--- src/rtl/lpc_pkg.sv ---
// Shared constants and types for the LPC filter sequencer.
package lpc_pkg;

  localparam int LPC_FRAME_LEN = 160;
  localparam int LPC_ORDER     = 10;

  // tap_src encodings
  localparam logic [1:0] SRC_IN   = 2'd0;
  localparam logic [1:0] SRC_OUT  = 2'd1;
  localparam logic [1:0] SRC_HIST = 2'd2;

  // mode encodings
  localparam logic MODE_ANALYSIS = 1'b0;
  localparam logic MODE_SYNTH    = 1'b1;

  typedef enum logic [1:0] {
    IDLE = 2'd0,
    RUN  = 2'd1,
    DONE = 2'd2
  } lpc_state_e;

endpackage

--- src/rtl/lpc_tap_counter.sv ---
// Sample/tap counter pair. k runs 0..K(n) for each sample n, where K(n) is
// ORDER with history carry-over, otherwise min(n, ORDER).
module lpc_tap_counter #(
  parameter int FRAME_LEN = 160,
  parameter int ORDER     = 10,
  parameter int ADDR_W    = 8,
  parameter int TAP_W     = 4
) (
  input  logic              clk,
  input  logic              reset,
  input  logic              clear,
  input  logic              en,
  input  logic              carry,
  output logic [ADDR_W-1:0] n,
  output logic [TAP_W-1:0]  k,
  output logic              last_tap
);

  logic [TAP_W-1:0] k_lim;

  // Tap limit for the current sample; early samples are truncated without carry.
  always_comb begin
    k_lim = TAP_W'(ORDER);
    if (!carry && (n < ADDR_W'(ORDER))) begin
      k_lim = TAP_W'(n);
    end
  end

  assign last_tap = (k == k_lim);

  // Advance k, rolling into the next sample after the last tap; n wraps at frame end.
  always_ff @(posedge clk) begin
    if (reset || clear) begin
      n <= '0;
      k <= '0;
    end else if (en) begin
      if (last_tap) begin
        k <= '0;
        n <= (n == ADDR_W'(FRAME_LEN - 1)) ? '0 : n + ADDR_W'(1);
      end else begin
        k <= k + TAP_W'(1);
      end
    end
  end

endmodule

--- src/rtl/lpc_filter_control.sv ---
// Frame sequencer for the single-MAC LPC analysis/synthesis datapath.
//
//   state | meaning
//   IDLE  | waiting for start; all strobes low
//   RUN   | one tap per cycle over the frame, stall freezes
//   DONE  | one-cycle done pulse, then back to IDLE
module lpc_filter_control
  import lpc_pkg::*;
#(
  parameter int FRAME_LEN = LPC_FRAME_LEN,
  parameter int ORDER     = LPC_ORDER,
  parameter int ADDR_W    = 8,
  parameter int TAP_W     = 4,
  parameter int HIST_W    = 4
) (
  input  logic              clk,
  input  logic              reset,
  input  logic              start,
  input  logic              mode,
  input  logic              carry,
  input  logic              stall,
  output logic              busy,
  output logic              done,
  output logic              acc_clear,
  output logic [TAP_W-1:0]  tap_idx,
  output logic [ORDER-1:0]  a_rsel,
  output logic [ADDR_W-1:0] in_raddr,
  output logic [ADDR_W-1:0] tap_raddr,
  output logic [1:0]        tap_src,
  output logic [ADDR_W-1:0] out_waddr,
  output logic              out_wen,
  output logic              hist_wen,
  output logic [HIST_W-1:0] hist_waddr
);

  lpc_state_e        state;
  logic              mode_q;
  logic              carry_q;
  logic [ADDR_W-1:0] n;
  logic [TAP_W-1:0]  k;
  logic              last_tap;
  logic              running;
  logic              step;
  logic              frame_end;
  logic [ADDR_W-1:0] k_ext;
  logic              tap_wraps;
  logic              hist_zone;

  assign running   = (state == RUN);
  assign step      = running && !stall;
  assign frame_end = step && last_tap && (n == ADDR_W'(FRAME_LEN - 1));

  lpc_tap_counter #(
    .FRAME_LEN (FRAME_LEN),
    .ORDER     (ORDER),
    .ADDR_W    (ADDR_W),
    .TAP_W     (TAP_W)
  ) u_tap_counter (
    .clk      (clk),
    .reset    (reset),
    .clear    (!running),
    .en       (step),
    .carry    (carry_q),
    .n        (n),
    .k        (k),
    .last_tap (last_tap)
  );

  // Frame FSM; mode and carry are captured only when a frame is accepted.
  always_ff @(posedge clk) begin
    if (reset) begin
      state   <= IDLE;
      mode_q  <= MODE_ANALYSIS;
      carry_q <= 1'b0;
    end else begin
      case (state)
        IDLE: begin
          if (start) begin
            state   <= RUN;
            mode_q  <= mode;
            carry_q <= carry;
          end
        end
        RUN: begin
          if (frame_end) begin
            state <= DONE;
          end
        end
        DONE:    state <= IDLE;
        default: state <= IDLE;
      endcase
    end
  end

  assign k_ext     = ADDR_W'(k);
  assign tap_wraps = (n < k_ext);
  assign hist_zone = (n >= ADDR_W'(FRAME_LEN - ORDER));

  // Datapath control decoded from the registered state and counters.
  always_comb begin
    busy       = running;
    done       = (state == DONE);
    acc_clear  = running && (k == '0);
    tap_idx    = running ? k : '0;
    a_rsel     = '0;
    in_raddr   = running ? n : '0;
    out_waddr  = running ? n : '0;
    tap_raddr  = '0;
    tap_src    = SRC_IN;
    out_wen    = step && last_tap;
    hist_wen   = step && last_tap && hist_zone;
    hist_waddr = '0;
    if (running) begin
      // Negative sample offsets index the history file, oldest entry at 0.
      tap_raddr = tap_wraps ? (ADDR_W'(ORDER) + n - k_ext) : (n - k_ext);
      if (k != '0) begin
        a_rsel = ORDER'(1) << (k - TAP_W'(1));
        if (tap_wraps) begin
          tap_src = SRC_HIST;
        end else if (mode_q == MODE_SYNTH) begin
          tap_src = SRC_OUT;
        end
      end
      if (hist_zone) begin
        hist_waddr = HIST_W'(n - ADDR_W'(FRAME_LEN - ORDER));
      end
    end
  end

endmodule

--- config.mk ---
export PLATFORM = sky130hd
export DESIGN_NAME = lpc_filter_control
export DESIGN_NICKNAME = d
export VERILOG_FILES = /design/src/rtl/lpc_pkg.sv /design/src/rtl/lpc_tap_counter.sv /design/src/rtl/lpc_filter_control.sv
export SDC_FILE = /design/constraint.sdc
export NUM_CORES = 1
export LEC_CHECK = 0
export CAP_MARGIN = 20
export CORE_UTILIZATION = 44
export DETAILED_ROUTE_END_ITERATION = 10
export HOLD_SLACK_MARGIN = 0.02
export PLACE_DENSITY = 0.77
export RECOVER_POWER = 100
export REMOVE_ABC_BUFFERS = 1
export SETUP_SLACK_MARGIN = 0.3
export SYNTH_ARGS = -nofsm -noshare
export SYNTH_HDL_FRONTEND = slang
export SYNTH_SLANG_ARGS = --single-unit
--- constraint.sdc ---
create_clock -name clk -period 3.2 [get_ports clk]
set_input_delay 0.8 -clock clk [delete_from_list [all_inputs] [get_ports clk]]
set_output_delay 0.8 -clock clk [all_outputs]
set_load 0.005 [all_outputs]
# --- Yosys cells after proc, flatten, opt, wreduce, memory -nomap -nowiden ---
# Cells that the tools add are included.
totals:
  ff_bits: 16
  out_inout_bits: 49
  elab_cells: 56
  inputBits: 6
classes:
  magnitude_cmp: 3
  n_addsub: 7
  n_mux: 18
  shift: 1
  eq_ne: 6
  reduce_logical: 16
op_table:
  columns: ["cell", "count"]
  rows:
  - ["two-way mux 8 bit", 4]
  - ["two-way mux 10 bit", 2]
  - ["two-way mux 4 bit", 5]
  - ["subtractor 8 x 4 -> 8 bit", 2]
  - ["two-way mux 2 bit", 5]
  - ["left shift 1 x 4 -> 10 bit (first input constant)", 1]
  - ["adder 4 x 8 -> 8 bit (first input constant)", 1]
  - ["adder 8 x 1 -> 8 bit (second input constant)", 1]
  - ["equality test 8 bit (second input constant)", 1]
  - ["greater-or-equal comparator 8 bit (second input constant)", 1]
  - ["< comparator 8 x 4 -> 1 bit", 1]
  - ["< comparator 8 x 4 -> 1 bit (second input constant)", 1]
  - ["logical AND 1 bit", 6]
  - ["AND reduction 2 bit", 3]
  - ["adder 4 x 1 -> 4 bit (second input constant)", 1]
  - ["equality test 4 bit", 1]
  - ["logical NOT 4 bit", 1]
  - ["case mux 2 bit (2 select lines)", 1]
  - ["nonzero test 4 bit", 1]
  - ["subtractor 4 x 1 -> 4 bit (second input constant)", 1]
  - ["subtractor 4 x 3 -> 4 bit (second input constant)", 1]
  - ["logical NOT 1 bit", 3]
  - ["equality test 2 x 1 -> 1 bit (second input constant)", 1]
  - ["equality test 2 bit (second input constant)", 1]
  - ["other kinds (5)", 5]

# --- Depth between registers and ports, before layout ---
depth:
  word_depth: 8
  mapped_depth: 12
  mapped_depth_nobuf: 12

# --- Cells and area by module ---
# A second synthesis with hierarchy kept.
hier_totals:
  cells_unflattened: 256
  area_unflattened_um2: 1966.9
by_module_without_submodules:
  columns: ["module", "cells_each", "seq_area_each_um2", "instances", "area_each_um2"]
  rows:
  - ["lpc_filter_control", 168, 80.1, 1, 1218.7]
  - ["lpc_tap_counter", 88, 240.2, 1, 748.2]

# --- Least setup slack after synthesis ---
# OpenSTA, ideal clock, no wires.
synth_timing:
  path_kind: "flip-flop to output port"
  start: "register u_tap_counter.n[1]"
  end: "output tap_raddr[7]"
  arrival_ns: 2.449
  t_required_ns: 2.400
  n_path_buf: 0
  path_slack_ns: -0.049
  path_stages_with_launch: 13
  cell_sequence: "dfxtp_1 > inv_1 > ha_1 > inv_1 > ha_1 > inv_1 > fa_1 > nor2b_1 > o21ai_0 > a211oi_1 > or3_1 > a21oi_1 > a211oi_1"
synth_via:
  elab_chain_len: 4
  word_cells_on_any_way: 6
  cone_classes: "add/sub: 3; order compare: 1; mux: 2"
synth_lines:
  columns: ["element", "line_no", "source"]
  rows:
  - ["from (decl)", "lpc_tap_counter.sv:14", "output logic [ADDR_W-1:0] n,"]
  - ["from (signal assigned)", "lpc_tap_counter.sv:39", "n <= (n == ADDR_W'(FRAME_LEN - 1)) ? '0 : n + ADDR_W'(1);"]
  - ["adder 4 x 8 -> 8 bit", "lpc_filter_control.sv:115", "tap_raddr = tap_wraps ? (ADDR_W'(ORDER) + n - k_ext) : (n - k_ext);"]
  - ["subtractor 8 x 4 -> 8 bit", "lpc_filter_control.sv:115", null]
  - ["two-way mux 8 bit *", "lpc_filter_control.sv:115", null]
  - ["two-way mux 8 bit *", "lpc_filter_control.sv:113", "if (running) begin"]
  - ["to (decl)", "lpc_filter_control.sv:28", "output logic [ADDR_W-1:0] tap_raddr,"]
# Mark *: on every way between the ends. The rest lies on a longest branch, timed or not.

# --- Worst setup path in the final report ---
layout_timing:
  start: "register u_tap_counter.k[2]"
  end: "output tap_raddr[6]"
layout_via:
  elab_chain_len: 3
  word_cells_on_any_way: 5
  cone_classes: "add/sub: 2; order compare: 1; mux: 2"
layout_lines:
  columns: ["element", "line_no", "source"]
  rows:
  - ["from (decl)", "lpc_tap_counter.sv:15", "output logic [TAP_W-1:0] k,"]
  - ["from (signal assigned)", "lpc_tap_counter.sv:41", "k <= k + TAP_W'(1);"]
  - ["subtractor 8 x 4 -> 8 bit or < comparator 8 x 4 -> 1 bit (tied branches)", "lpc_filter_control.sv:115, lpc_filter_control.sv:96", null]
  - ["two-way mux 8 bit *", "lpc_filter_control.sv:115", null]
  - ["two-way mux 8 bit *", "lpc_filter_control.sv:113", null]
# Marked as above.

==> qor.yml <==
place_ws_ns: -0.4697
crit_chain: "inv_2 -> ha_4 -> inv_2 -> fa_1 -> buf_4 -> buf_6 -> a21oi_4 -> o21ai_2 -> xnor2_1 -> nor2_1 -> a211oi_2 -> buf_2"
cts_buf_count: 3
netlist_area_mm2: 0.001983
drtAntennaViolNets: 0
rows: 24
asyncSetResetFlopFracSynth_pct: 0
clock_network_latency_to_the_later_pin_of_the_worst_skew_pair_ns: 0.27
rsz0062_at_grt: "true"
syn_to_final_growth_pct: 79.12
synth-edff-count: 0
cp-start-kind: "flop"
wirelength_um: 8662
post_synth_main_area_contributors: "sky130_fd_sc_hd__ha_1 19%, sky130_fd_sc_hd__dfxtp_1 16%, sky130_fd_sc_hd__nor2_1 7.0%"
placed_cell_area_mm2: 0.002775
synthDistinctLibCells: 47
routed_via_density: 5.752
grt_pass1_vias: 2362
worst-path-buf-inv: 5
sequential_fraction_of_the_synthesis_area_pct: 16.15
global_route.overflow_total: 0
die_height_um: 69.14
syn_area_per_cell_um2: 7.541
stdcell_area_mm2: 0.003552
htree_levels: 1
die_x_um: 69.14
nets: 427
maxCapViolations: 0
power.clock.fraction_pct: 35.2
period_share_pct: 105.3
failed_checks: "setup timing"
final_period_minus_worst_setup_slack_ns: 3.369
power.switching_fraction_pct: 29.47
drt-wirelength-per-cell_um: 19.73
antenna_cells_inserted: 0
crit_type: "flop to primary output"
ys.warnings.count: 0
timing.max_slew.rel_slack_pct: 61.84
cpMostUsedCell: "sky130_fd_sc_hd__inv_2"
yosysTopAreaCell: "sky130_fd_sc_hd__ha_1"
hold_violations: 0
power.sequential.fraction_pct: 37.4
syn-instance-count: 263
fmax_mhz: 296.8
p_leak_uw: 0.001697
wire_length_of_the_first_global_routing_pass_um: 11370
most_frequent_cells_in_the_layout: "53 x sky130_fd_sc_hd__buf_4, 31 x sky130_fd_sc_hd__nor2_1, 28 x sky130_fd_sc_hd__clkdlybuf4s50_1, 21 x sky130_fd_sc_hd__ha_1, 21 x sky130_fd_sc_hd__buf_6"
floorplan.die_area_mm2: 0.004780
power.combinational.fraction_pct: 27.4
power_density_mw_per_mm2: 154.6
path_clk_slew_ns: 0.07
hold_ws_ns: 0.5002
hold_path.class: "flop to flop"
first_drt_iteration_drcs: 189
ys_ff_latch: 16
floorplan.initialDensity_pct: 45.55
outcome: "complete, but fails checks"
post-synth-top-area-fraction_pct: 18.93
finalWeightedCongestion: 0.8323
final_core_util_pct: 81.58
clock-skew-final_ns: 0.004383
vdd_ir_drop_max_uv: 237.9
critical-path-top-delay-family: "adder cells"
cts_sinks: 16
drv_slew: 0
dp_hpwl_um: 4188
post_route_cells_drive_above_1_share_pct: 42.12
mostFrequentLayoutCell: "sky130_fd_sc_hd__buf_4"
worstMarginPinSlew_ns: 0.5725
finalPower_uw: 549.3
global_route.usage.total_pct: 29.39
drt-pass1-iter-count: 4
critical_path_arrival_ns: 2.57
setup_viol: 7
antenna_found_initial: 0
grt_max_degree: 24
crit_path_max_delay_cell_type: "sky130_fd_sc_hd__fa_1"
endpoint_kind_of_the_worst_setup_timing_path: "primary output"
critical_path_required_ns: 2.40
design.portCount: 55
crit_path_max_fo: 2
cts.path.max_buffers: 2
tritoncts: "built"
cts_root_buffer: "sky130_fd_sc_hd__clkbuf_8"
buffer_ports.inserted: 54
core_area_mm2: 0.004354
number_of_vias_in_the_routed_layout: 2525
drc_errors: 0
net-switching-power_uw: 161.9
finalWorstSetupSlack_ns: -0.1691
synth_ff_type: "sky130_fd_sc_hd__dfxtp_1"
p_int_uw: 387.5
critPathMaxStageDelay_ns: 0.46
-- kinds of logic (layout without fill, tap and decap cells) --
| family | count (synthesis) | after routing | synth area share, % |
|---|---|---|---|
| muxes | 3 | 3 | 1.514 |
| buffers and inverters | 45 | 169 | 11.23 |
| xor gates and xnor gates | 14 | 14 | 6.183 |
| adders and majority gates | 33 | 33 | 21.96 |
| and+or+nand+nor | 102 | 102 | 26.37 |
| DFF | 16 | 16 | 16.15 |
| AOI/OAI and AO/OA | 50 | 50 | 16.59 |
-- worst register-to-register path, cell delays in order, from the launching register on --
cell                       delay (ns)
sky130_fd_sc_hd__dfxtp_1         0.37
sky130_fd_sc_hd__inv_4           0.06
sky130_fd_sc_hd__ha_1            0.25
sky130_fd_sc_hd__buf_12          0.15
sky130_fd_sc_hd__nand2b_1        0.20
sky130_fd_sc_hd__nand4_1         0.19
sky130_fd_sc_hd__xnor2_1         0.19
sky130_fd_sc_hd__or3_1           0.43
sky130_fd_sc_hd__clkbuf_1        0.17
sky130_fd_sc_hd__clkbuf_1        0.15
sky130_fd_sc_hd__clkbuf_1        0.19
sky130_fd_sc_hd__or4_1           0.53
sky130_fd_sc_hd__a21oi_1         0.16
-- power groups by stage --
stage               clock network [uW]  registers [uW]  logic, uW
finish                             193             206        150
global route                       200             206        160
CTS                                187             206        124
detailed placement                   0             210        102
global placement                     0             210        101
floorplan                            0             210       52.6
-- flip-flops by register name, summed over array words and instances (netlist names) --
name             flops
carry_q              1
state                2
u_tap_counter.n      8
mode_q               1
u_tap_counter.k      4
-- Yosys cell counts, drive strengths merged, types with 2 or more instances --
cell type / n
and3: 15
nor2: 37
nand2: 10
nor3: 7
a21oi: 16
o21ai: 9
nor2b: 8
a21boi: 2
xor2: 2
ha: 30
o31ai: 2
xnor2: 12
buf: 13
nand2b: 5
nand4: 3
a31oi: 2
a211oi: 7
or3: 4
mux2i: 3
nor4: 3
nand3: 4
dfxtp: 16
nor3b: 2
a21o: 2
clkbuf: 3
o2111ai: 2
inv: 28
o21a: 2
and2: 2
fa: 3
-- through the flow --
| step | instances | setup TNS [ns] |
|---|---|---|
| floorplan | 247 | -0.05283 |
| global placement | 393 | -2.071 |
| detailed placement | 393 | -2.514 |
| CTS | 418 | -0.1827 |
| global route | 439 | -1.585 |
| finish | 439 | -0.6748 |
-- cell type report --
| type | instances | area [um2] |
|---|---|---|
| repair buffers | 136 | 1217 |
| multi-input cells | 202 | 1762 |
| inverters | 29 | 122.6 |
| well taps | 52 | 65.06 |
| fillers | 256 | 802.0 |
| clock buffers | 4 | 55.05 |
| flip-flops and latches | 16 | 330.3 |
-- per-layer routing --
metal / GRT usage (%) / vias to the layer above / share of wire, %
met1: 34.65 / 1193 / 37
met3: 4.532 / 46 / 6.3
met5: 0 / - / 0
li1: - / 1140 / -
met4: 10.88 / 0 / 6.1
met2: 53.07 / 146 / 51
-- timing repair --
action / 4_1_cts / 5_1_grt
setup buffers: 21 / 21
pin swaps: 34 / 33
hold buffers: 0 / 0
resized for setup: 124 / 64
hold endpoints to repair: 0 / 0
endpoints found under the setup margin: 25 / 25
-- path summary, 6_finish.rpt --
check | from | end | slack, ns | cells after the start
min | state[1]$_SDFFE_PP0P_ | state[0]$_SDFFE_PP0P_ | 0.50 | 1
min reg2reg | state[1]$_SDFFE_PP0P_ | state[0]$_SDFFE_PP0P_ | 0.50 | 1
max | u_tap_counter.k[2]$_SDFFE_PP0P_ | tap_raddr[6] | -0.17 | 12
max reg2reg | u_tap_counter.n[6]$_SDFFE_PP0N_ | u_tap_counter.n[7]$_SDFFE_PP0N_ | 0.08 | 12
(Power assumes the default switching activity.)
